File: config.mk
export PLATFORM = sky130hd
export DESIGN_NAME = fork_join_sched
export DESIGN_NICKNAME = d
export VERILOG_FILES = /design/src/rtl/fj_pkg.sv /design/src/rtl/fj_task_timer.sv /design/src/rtl/fork_join_sched.sv
export SDC_FILE = /design/constraint.sdc
export NUM_CORES = 1
export LEC_CHECK = 0
export ABC_CLOCK_PERIOD_IN_PS = 3100
export CORE_AREA = 10 10 71 73
export DETAILED_ROUTE_END_ITERATION = 8
export DIE_AREA = 0 0 81 83
export GPL_TIMING_DRIVEN = 0
export PLACE_DENSITY = 0.81
export RECOVER_POWER = 100
export REMOVE_ABC_BUFFERS = 1
export SYNTH_ARGS = -nofsm -noshare
export SYNTH_HDL_FRONTEND = slang
export SYNTH_SLANG_ARGS = --single-unit
export TNS_END_PERCENT = 5
File: constraint.sdc
create_clock -name clk -period 3.1 [get_ports clk]
set_input_delay 0.93 -clock clk [delete_from_list [all_inputs] [get_ports clk]]
set_output_delay 0.93 -clock clk [all_outputs]
set_load 0.005 [all_outputs]
File: src/rtl/fj_pkg.sv
// fj_pkg: shared types for the fork/join scheduler.
//   state_e : scheduler FSM states (IDLE, WAIT, JOINED)
//   mode_e  : join policy encodings; 2'b11 behaves like join_all
package fj_pkg;

  typedef enum logic [1:0] {
    IDLE   = 2'b00,
    WAIT   = 2'b01,
    JOINED = 2'b10
  } state_e;

  typedef enum logic [1:0] {
    JOIN_ALL     = 2'b00,
    JOIN_ANY     = 2'b01,
    JOIN_NONE    = 2'b10,
    JOIN_ALL_ALT = 2'b11
  } mode_e;

endpackage

File: src/rtl/fj_task_timer.sv
// fj_task_timer: one down-counting task timer.
//   clk, rst_n : clock, async active-low reset
//   load       : latch delay and start running
//   delay      : delay in cycles (0 completes on the first edge after load)
//   kill       : abort silently (no done pulse), highest priority
//   active     : timer running
//   done       : one-cycle completion pulse, raised on the edge that clears active
module fj_task_timer #(
  parameter int DLY_W = 8
) (
  input  logic             clk,
  input  logic             rst_n,
  input  logic             load,
  input  logic [DLY_W-1:0] delay,
  input  logic             kill,
  output logic             active,
  output logic             done
);

  logic [DLY_W-1:0] cnt;

  // Counter only decrements while nonzero, so it never wraps and a
  // full-scale delay takes exactly 2^DLY_W-1 extra cycles.
  always_ff @(posedge clk or negedge rst_n) begin
    if (!rst_n) begin
      cnt    <= '0;
      active <= 1'b0;
      done   <= 1'b0;
    end else begin
      done <= 1'b0;
      if (kill) begin
        cnt    <= '0;
        active <= 1'b0;
      end else if (load) begin
        cnt    <= delay;
        active <= 1'b1;
      end else if (active) begin
        if (cnt == '0) begin
          active <= 1'b0;
          done   <= 1'b1;
        end else begin
          cnt <= cnt - 1'b1;
        end
      end
    end
  end

endmodule

File: src/rtl/fork_join_sched.sv
// fork_join_sched: forks N_TASKS timers on start and signals the join
// according to the latched policy.
//   clk, rst_n  : clock, async active-low reset
//   start       : fork request
//   mode        : 00 join_all, 01 join_any, 10 join_none, 11 join_all
//   delay_i     : per-task delays, task i at [i*DLY_W +: DLY_W]
//   busy        : FSM not IDLE
//   task_active : per-task running flags
//   task_done   : per-task completion pulses
//   join_done   : one pulse per accepted fork
//   start_err   : pulse one cycle after a rejected start
//   kill        : (only when FJ_DISABLE_EN is defined) abort the fork
module fork_join_sched
  import fj_pkg::*;
#(
  parameter int N_TASKS = 3,
  parameter int DLY_W   = 8
) (
  input  logic                     clk,
  input  logic                     rst_n,
  input  logic                     start,
  input  logic [1:0]               mode,
  input  logic [N_TASKS*DLY_W-1:0] delay_i,
`ifdef FJ_DISABLE_EN
  input  logic                     kill,
`endif
  output logic                     busy,
  output logic [N_TASKS-1:0]       task_active,
  output logic [N_TASKS-1:0]       task_done,
  output logic                     join_done,
  output logic                     start_err
);

  state_e state, state_n;
  mode_e  mode_q;
  logic   fresh;     // high only in the cycle right after the accepting edge
  logic   can_start;
  logic   accept;
  logic   join_hit;
  logic   kill_w;

`ifdef FJ_DISABLE_EN
  assign kill_w = kill;
`else
  assign kill_w = 1'b0;
`endif

  assign can_start = (state == IDLE) && (task_active == '0);
  assign accept    = start && can_start && !kill_w;
  assign busy      = (state != IDLE);

  for (genvar i = 0; i < N_TASKS; i++) begin : g_task
    fj_task_timer #(.DLY_W(DLY_W)) u_timer (
      .clk    (clk),
      .rst_n  (rst_n),
      .load   (accept),
      .delay  (delay_i[i*DLY_W +: DLY_W]),
      .kill   (kill_w),
      .active (task_active[i]),
      .done   (task_done[i])
    );
  end

  always_ff @(posedge clk or negedge rst_n) begin
    if (!rst_n) begin
      state     <= IDLE;
      mode_q    <= JOIN_ALL;
      fresh     <= 1'b0;
      start_err <= 1'b0;
    end else begin
      state     <= state_n;
      fresh     <= accept;
      start_err <= start && !can_start;
      if (accept) mode_q <= mode_e'(mode);
    end
  end

  // join_done is decoded from registered state and timer outputs so it
  // lines up with the task_done pulse that satisfies the policy.
  always_comb begin
    state_n   = state;
    join_done = 1'b0;
    join_hit  = 1'b0;
    case (mode_q)
      JOIN_ANY:  join_hit = |task_done;
      JOIN_NONE: join_hit = !fresh;
      default:   join_hit = (task_active == '0);
    endcase
    case (state)
      IDLE:    if (accept) state_n = WAIT;
      WAIT:    if (join_hit) begin
                 join_done = 1'b1;
                 state_n   = JOINED;
               end
      JOINED:  if (task_active == '0) state_n = IDLE;
      default: state_n = IDLE;
    endcase
    if (kill_w) state_n = IDLE;
  end

endmodule

**After elaboration in Yosys (flattened, before gate mapping)**

Cells that the tools add are included.

- Register bits after elaboration: 36
- Latch bits: 0
- Memory bits (writable): 0
- Memory bits (read-only): 0
- Memories kept: 0

- $add $sub $neg: 3
- Multiply operators: 0
- Div/mod/pow operators: 0
- Magnitude comparators: 0
- Eq/ne operators: 10
- Shift operators: 0
- Muxes and demuxes: 34
- Bitwise operators: 0
- Reduce and logical (&&, ||, !) cells: 19

Operators with widths:

| kind | count |
|---|---|
| $mux W8 | 9 |
| $logic_not A8 Y1 | 3 |
| $sub A8 B1 Y8 const B | 3 |
| $mux W1 | 20 |
| $ne A2 B2 Y1 const B | 6 |
| $reduce_bool A2 Y1 | 4 |
| $mux W2 | 3 |
| $pmux W2 S3 | 1 |
| $reduce_and A2 Y1 | 3 |
| $eq A2 B1 Y1 const B | 2 |
| $eq A2 B2 Y1 const B | 2 |
| $logic_and A1 B1 Y1 | 3 |
| $logic_not A3 Y1 | 1 |
| $reduce_and A3 Y1 | 1 |
| $reduce_or A3 Y1 | 1 |
| $logic_not A1 Y1 | 2 |
| $logic_not A2 Y1 | 1 |
| $pmux W1 S2 | 1 |

**Logic depth before layout (Yosys ltp)**

Gate-level depths: netlist (run 1).

- Depth in word-level cells: 5
- Mapped depth: 6
- Mapped depth without buffers: 6

**Hierarchy**

Synthesis (run 1) repeated with hierarchy kept, for this count alone.

- Cell total of the unflattened synthesis: 257
- Area total of the unflattened synthesis: 2358.5 sq um

By module, submodules not included:

| module | times used | cells an instance | area an instance (sq um) | seq. area each (sq um) |
|---|---|---|---|---|
| fj_task_timer | 3 | 76 | 679.4 | 250.2 |
| fork_join_sched | 1 | 29 | 320.3 | 150.1 |

**Least setup slack after synthesis (run 1)**

OpenSTA, ideal clock, no wires.

- Path type: register to output
- Start: register g_task[1].u_timer.active
- End: output port join_done
- Arrival time: 1096 ps
- Data required time: 2170 ps
- Path slack: 1074 ps
- Cell stages (with the launch flop): 5
- Path buffers: 0
- Cells stage by stage: dfrtp_1 > or3_1 > nand2_1 > o21ai_1 > nor2_1

- Word-level cells in the longest chain between the ends: 4

Ends and longest elaborated chain:

| what | RTL line | text |
|---|---|---|
| start, declared | fj_task_timer.sv:16 | `output logic active,` |
| start signal, assigned | fj_task_timer.sv:27 | `active <= 1'b0;` |
| start signal, assigned | fj_task_timer.sv:33 | `active <= 1'b0;` |
| start signal, assigned | fj_task_timer.sv:36 | `active <= 1'b1;` |
| $logic_not A3 Y1 | fork_join_sched.sv:87 | `default: join_hit = (task_active == '0);` |
| $pmux W1 S2 | fork_join_sched.sv:84 | `case (mode_q)` |
| $mux W1 | fork_join_sched.sv:91 | `WAIT: if (join_hit) begin` |
| $mux W1 | fork_join_sched.sv:89 | `case (state)` |
| end, declared | fork_join_sched.sv:30 | `output logic join_done,` |

Every way passes these cells.

**Final worst setup path (run 1)**

Ends and elaborated chain as after synthesis.

==> run summary, run 1 <==
- **vias per std cell** 5.30
- **Max Clk Rate** 342 MHz
- **core region area** 0.00363 sq mm
- **horizontal extent of the die** 81 um
- **DRC violation total after the first TritonRoute iteration** 101
- **worst reg2reg path depth** 5
- **post-synthesis cell type count** 48
- **vias after detailed routing** 1552
- **number of placed instances, taps included** 285
- **routed len/inst** 13.9 um
- **Post-Synthesis Cell Area** 0.00199 sq mm
- **final weighted congestion in routability-driven placement** 0.813
- **post-CTS sizing** 0
- **leakage power** 0.946 nW
- **remaining routing DRC violations** 0
- **count of maximum capacitance violations** 1
- **number of nets at the end of the flow** 281
- **power density over the cells** 351 mW/mm^2
- **IO Pins** 38
- **initial core utilization** 54.8%
- **reg2reg start** g_task[1].u_timer.active
- **share of post-route cells with drive strength above 1** 4.08%
- **CP required** 2170 ps
- **Critical Setup Path Class** flop to output port
- **wire length of the first global-routing pass** 6870 um
- **Tightest Pin Transition** 1830 ps
- **clk_skew** 6.96 ps
- **area of the die** 0.00672 sq mm
- **final critical delay including setup and external delays** 2930 ps
- **setup repair after global routing missed its margin** false
- **crit end category** output port
- **post-layout instance count excluding filler cells** 293
- **All-Layer GR Usage** 12.5%
- **register area** 901 sq um
- **startpoint class of the critical path** flop
- **number of buffers added by the clock tree synthesis step** 5
- **worst r2r dst** g_task[2].u_timer.cnt[1]
- **number of optimization iterations in the first detailed-route pass** 4
- **initial antenna violation count** 0
- **Ys Warns** 0
- **Tcrit/Tclk final** 94.4%
- **area delta synth->final** 21.7%
- **Clock Path Buffers** 2
- **die span in y** 83 um
- **Setup violations, final** 0
- **Setup TNS Final** 0 ps
- **start point of the critical path** g_task[1].u_timer.active
- **wirelength, routed** 4080 um
- **# diodes** 0
- **count of final hold-check violations** 0
- **clock insertion delay at the later pin of the skew report** 280 ps
- **number of enable-type register cells in the synthesized netlist** 0
- **flop and latch count out of synthesis** 36
- **number of setup buffers added after CTS** 0
- **clock transition at the register clock pins on the worst setup and hold paths after CTS** 70 ps
- **TritonCTS sink count** 36
- **sequential share of the synthesized area** 45.3%
- **number of max-slew violations in the final report** 37
- **data arrival time at the worst-slack endpoint** 2000 ps
- **HPWL reported at the end of detailed placement** 3040 um
- **violated checks** max-capacitance violations, max-slew violations
- **ys async rst share** 100%
- **cells after synthesis** 212
- **FP Rows** 22
- **Root Driver** clkbuf_8
- **Mean Syn Cell Area** 9.39 sq um
- **prevailing post-synth register cell** dfrtp_1
- **headroom to the max-slew limit** -22.1%
- **post-detailed-route count of antenna-violating nets** 0
- **fillcell total** 305
- **via count of the first global-routing pass** 1529
- **multi-input gate area in the final layout** 955 sq um
- **count of input and output buffers** 37
- **gr ovfl total** 0
- **TritonCTS clock tree** yes
- **slack of the worst reg-to-reg path** 650 ps
- **Max IR drop VDD** 0.237 mV
- **crit path capture** join_done
- **worst min-delay path category** flop to flop
- **maximum level of the CTS H-tree** 2
- **maximum number of pins on one net before global-route repair** 38
- **hold-fix buffers at CTS** 0
- **maximum fanout along the worst path** 9
- **status** finished with violations
[layer usage]
layer	global-route usage [%]	vias to the layer above	share of wire, %
met5	0	-	0
met4	6.89	0	2.1
met3	2.91	7	4.8
met2	19.1	36	48
met1	15.6	705	45
li1	-	804	-
[logic make-up (layout without fill, tap and decap cells)]
kind of cell / Yosys count / count (layout) / share of synthesized area, %
AND/OR/NAND/NOR: 79 / 79 / 21.2
buffers and inverters: 26 / 59 / 6.41
flip-flops: 36 / 36 / 45.3
XOR/XNOR: 10 / 10 / 4.40
multiplexers: 4 / 4 / 2.14
AO/OA/AOI/OAI: 49 / 49 / 15.6
adder cells (fa/ha/maj): 8 / 8 / 5.03
[sequential cells by signal, summed over array words and instances, names as in the netlist]
register / count
state: 2
g_task.u_timer.active: 3
g_task.u_timer.cnt: 24
mode_q: 2
fresh: 1
g_task.u_timer.done: 3
start_err: 1
[cell usage after synthesis (all sizes together) (3+ instances only)]
cell type | n | area [sq um]
xnor2 | 7 | 61.3
ha | 8 | 100
dfrtp | 36 | 901
nor3b | 3 | 22.5
a21oi | 4 | 20.0
o31ai | 4 | 43.8
nor2 | 15 | 56.3
inv | 14 | 52.6
nand2 | 28 | 105
a31oi | 7 | 43.8
nand3 | 4 | 20.0
nor3 | 5 | 25.0
buf | 11 | 71.3
or3b | 3 | 26.3
or4 | 4 | 33.8
o21ai | 24 | 124
or3 | 3 | 18.8
xor2 | 3 | 26.3
[per-stage QoR]
step                      area, sq um  power, mW  hold WS (ps)  util (%)  setup slack (ps)
after detailed placement         2340      0.525           498      64.4             -57.4
after CTS                        2430      0.862           508      66.9               158
after global routing             2420      0.888           531      66.7              38.4
after floorplan                  1920      0.480           470         -               901
final                            2420      0.851           505      66.7               173
after global placement           2350      0.526           495      64.6              -115
[layout make-up]
type / instances / share of cell area, %
tap: 48 / 2.48
multi-input combinational: 150 / 39.4
inverter: 14 / 2.17
timing repair buffer: 37 / 15.0
sequential: 36 / 37.2
clock buffer: 8 / 3.72
[worst min path at each step]
stage                     startpoint  endpoint  cells past startpoint
final                       state[0]  state[1]                      1
after global routing        state[0]  state[1]                      1
after CTS                   state[0]  state[1]                      1
after detailed placement    state[0]  state[1]                      1
after global placement      state[0]  state[1]                      1
after floorplan             state[0]  state[1]                      1
[cells in the final DEF, fill, tap and decap left out, types with 3 or more instances in the layout]
| cell type | n |
|---|---|
| clkbuf_1 | 3 |
| xnor2_1 | 7 |
| nand2_1 | 28 |
| ha_1 | 8 |
| clkdlybuf4s50_1 | 27 |
| nor2_1 | 15 |
| nor3_1 | 5 |
| inv_1 | 13 |
| dfrtp_1 | 36 |
| or3b_1 | 3 |
| o31ai_1 | 3 |
| or4_1 | 4 |
| o21ai_0 | 18 |
| or3_1 | 3 |
| o21ai_1 | 6 |
| nand3_1 | 4 |
| nor3b_1 | 3 |
| dlygate4sd3_1 | 9 |
| a31oi_1 | 7 |
| clkbuf_8 | 6 |
| a21oi_1 | 4 |
| xor2_1 | 3 |
[power by group]
| part | switching [mW] | total (mW) | leakage, nW | internal [mW] |
|---|---|---|---|---|
| clock | 0.156 | 0.337 | 0.0455 | 0.181 |
| sequential | 0.000106 | 0.470 | 0.393 | 0.470 |
| combinational | 0.0136 | 0.0442 | 0.508 | 0.0307 |
[worst max-delay path, stage by stage (launching register included)]
cell             delay [ps]
dfrtp_1                 490
or3_1                   430
nand2_1                  80
o21ai_1                  90
nor2_1                  110
clkdlybuf4s50_1         520
Power figures use the tool's default switching activity.
==> inputs of run 2 (changes only) <==
--- a/config.mk
+++ b/config.mk
@@ -13,6 +13,7 @@
 export PLACE_DENSITY = 0.81
 export RECOVER_POWER = 100
 export REMOVE_ABC_BUFFERS = 1
+export SKIP_CTS_REPAIR_TIMING = 1
 export SYNTH_ARGS = -nofsm -noshare
 export SYNTH_HDL_FRONTEND = slang
 export SYNTH_SLANG_ARGS = --single-unit
==> constraint.sdc (replaced) <==
create_clock -name clk -period 3.1 [get_ports clk]
set_input_delay 0.775 -clock clk [delete_from_list [all_inputs] [get_ports clk]]
set_output_delay 0.775 -clock clk [all_outputs]
set_load 0.005 [all_outputs]
==> run 2 against run 1 <==
- the flow still finishes with violations (max-capacitance violations, max-slew violations)
- largest cell class unchanged
- critical path depth unchanged
- critical endpoint unchanged
- via count increased by 0.58%
- sequential cell count unchanged
- highest routed layer unchanged
- die area unchanged
- register-to-register slack about the same
- global-route usage unchanged
- clock power about the same
- worst hold slack unchanged
==> run summary, run 2 (synthesis gave the netlist of run 1 again) <==
- **status** finished with violations
- **violated checks** max-capacitance violations, max-slew violations
- **# diodes** 0
- **count of maximum capacitance violations** 1
- **startpoint class of the critical path** flop
- **vias after detailed routing** 1561
- **via count of the first global-routing pass** 1529
- **register name with the most flops** g_task.u_timer.cnt
- **Max Clk Rate** 353 MHz
- **clk_skew** 7.27 ps
- **power density over the cells** 351 mW/mm^2
- **IO Pins** 38
- **share of post-route cells with drive strength above 1** 4.08%
- **DRC violation total after the first TritonRoute iteration** 96
- **TritonCTS sink count** 36
- **core region area** 0.00363 sq mm
- **Tcrit/Tclk final** 91.4%
- **worst setup slack before clock tree synthesis** 97.6 ps
- **number of max-slew violations in the final report** 37
- **TritonCTS clock tree** yes
- **CP required** 2320 ps
- **Setup violations, final** 0
- **placement-stage cell area** 0.00234 sq mm
- **crit end category** output port
- **setup repair after global routing missed its margin** false
- **clock insertion delay at the later pin of the skew report** 280 ps
- **clock transition at the register clock pins on the worst setup and hold paths after CTS** 70 ps
- **final weighted congestion in routability-driven placement** 0.813
- **Root Driver** clkbuf_8
- **initial core utilization** 54.8%
- **summed area of non-filler cells in the final layout** 0.00242 sq mm
- **area delta synth->final** 21.7%
- **headroom to the max-slew limit** -22.3%
- **number of optimization iterations in the first detailed-route pass** 4
- **post-route worst setup slack** 266 ps
- **cells along the critical path** or3_1 -> nand2_1 -> o21ai_0 -> nor2_1 -> clkdlybuf4s50_1
- **commonest non-fill, non-tap cells in the layout** 36 x dfrtp_1, 28 x nand2_1, 27 x clkdlybuf4s50_1, 19 x o21ai_0, 15 x nor2_1
- **FP Rows** 22
- **Setup TNS Final** 0 ps
- **number of flip-flops under the largest register name** 24
- **worst min-delay path category** flop to flop
- **gr ovfl total** 0
- **wirelength, routed** 4100 um
- **maximum fanout along the worst path** 9
- **initial antenna violation count** 0
- **Clock Path Buffers** 2
- **count of final hold-check violations** 0
- **horizontal extent of the die** 81 um
- **vias per std cell** 5.33
- **Critical Setup Path Class** flop to output port
- **maximum level of the CTS H-tree** 2
- **Tightest Pin Transition** 1840 ps
- **area of the die** 0.00672 sq mm
- **count of input and output buffers** 37
- **HPWL reported at the end of detailed placement** 3040 um
- **fillcell total** 305
- **final critical delay including setup and external delays** 2830 ps
- **data arrival time at the worst-slack endpoint** 2060 ps
- **commonest non-fill, non-tap cell in the layout** dfrtp_1
- **maximum number of pins on one net before global-route repair** 38
- **die span in y** 83 um
- **Slowest Stage Delay on Critical Path** 520 ps
- **Max IR drop VDD** 0.237 mV
- **Largest regs** g_task.u_timer.cnt (24), g_task.u_timer.active (3), g_task.u_timer.done (3)
- **remaining routing DRC violations** 0
- **leakage power** 0.946 nW
- **wire length of the first global-routing pass** 6870 um
- **All-Layer GR Usage** 12.5%
- **number of buffers added by the clock tree synthesis step** 5
- **routed len/inst** 14.0 um
- **number of nets at the end of the flow** 281
- **slowest cell on the critical path** clkdlybuf4s50_1
- **post-detailed-route count of antenna-violating nets** 0
run 2: cell types whose count changed in the layout (fill, tap and decap cells not counted):
cell     delta
o21ai_0     +1
o21ai_1     -1
run 2: critical path, delay by kind of cell, from the launching register on:
| kind | cells | cell delay (ps) |
|---|---|---|
| buffers and inverters | 1 | 520 |
| flip-flops | 1 | 490 |
| AO/OA/AOI/OAI | 1 | 140 |
| AND/OR/NAND/NOR | 3 | 640 |
run 2: metrics by stage:
| stage | hold slack [ps] | instances | total power, mW | utilization (%) |
|---|---|---|---|---|
| global route | 531 | 293 | 0.888 | 66.7 |
| detailed placement | 498 | 285 | 0.525 | 64.4 |
| floorplan | 470 | 200 | 0.480 | - |
| global placement | 495 | 285 | 0.526 | 64.6 |
| finish | 505 | 293 | 0.851 | 66.7 |
| CTS | 508 | 293 | 0.862 | 66.9 |
run 2: path summary, 6_finish.rpt:
check / depth (start not counted) / startpoint / end / slack (ps)
min in group asynchronous: 1 / rst_n / g_task[2].u_timer.cnt[2] / 980
hold / removal: 1 / state[0] / state[1] / 510
setup reg to reg: 5 / g_task[1].u_timer.active / g_task[2].u_timer.cnt[1] / 650
max in group asynchronous: 1 / rst_n / g_task[0].u_timer.cnt[3] / 1060
setup / recovery: 5 / g_task[1].u_timer.active / join_done / 270
hold reg to reg: 1 / state[0] / state[1] / 510
run 2: area by class of cell:
cell class                      instances  area [sq um]  share of cell area [%]
Clock buffer                            8          90.1                    3.72
Inverter                               14          52.6                    2.17
Multi-Input combinational cell        150           955                    39.4
Sequential cell                        36           901                    37.2
Tap cell                               48          60.1                    2.48
Timing Repair Buffer                   37           364                    15.0
run 2: per-layer routing:
layer | vias up | GRT usage (%) | wire, um
met4 | 0 | 6.89 | 85
met1 | 716 | 15.6 | 1840
li1 | 804 | - | -
met2 | 34 | 19.1 | 1980
met3 | 7 | 2.91 | 191
met5 | - | 0 | 0
run 2: where the power goes:
group	internal, mW	leakage, nW	total [mW]	switching [mW]
sequential	0.470	0.393	0.470	0.000106
clock	0.181	0.0455	0.337	0.156
combinational	0.0307	0.508	0.0443	0.0136
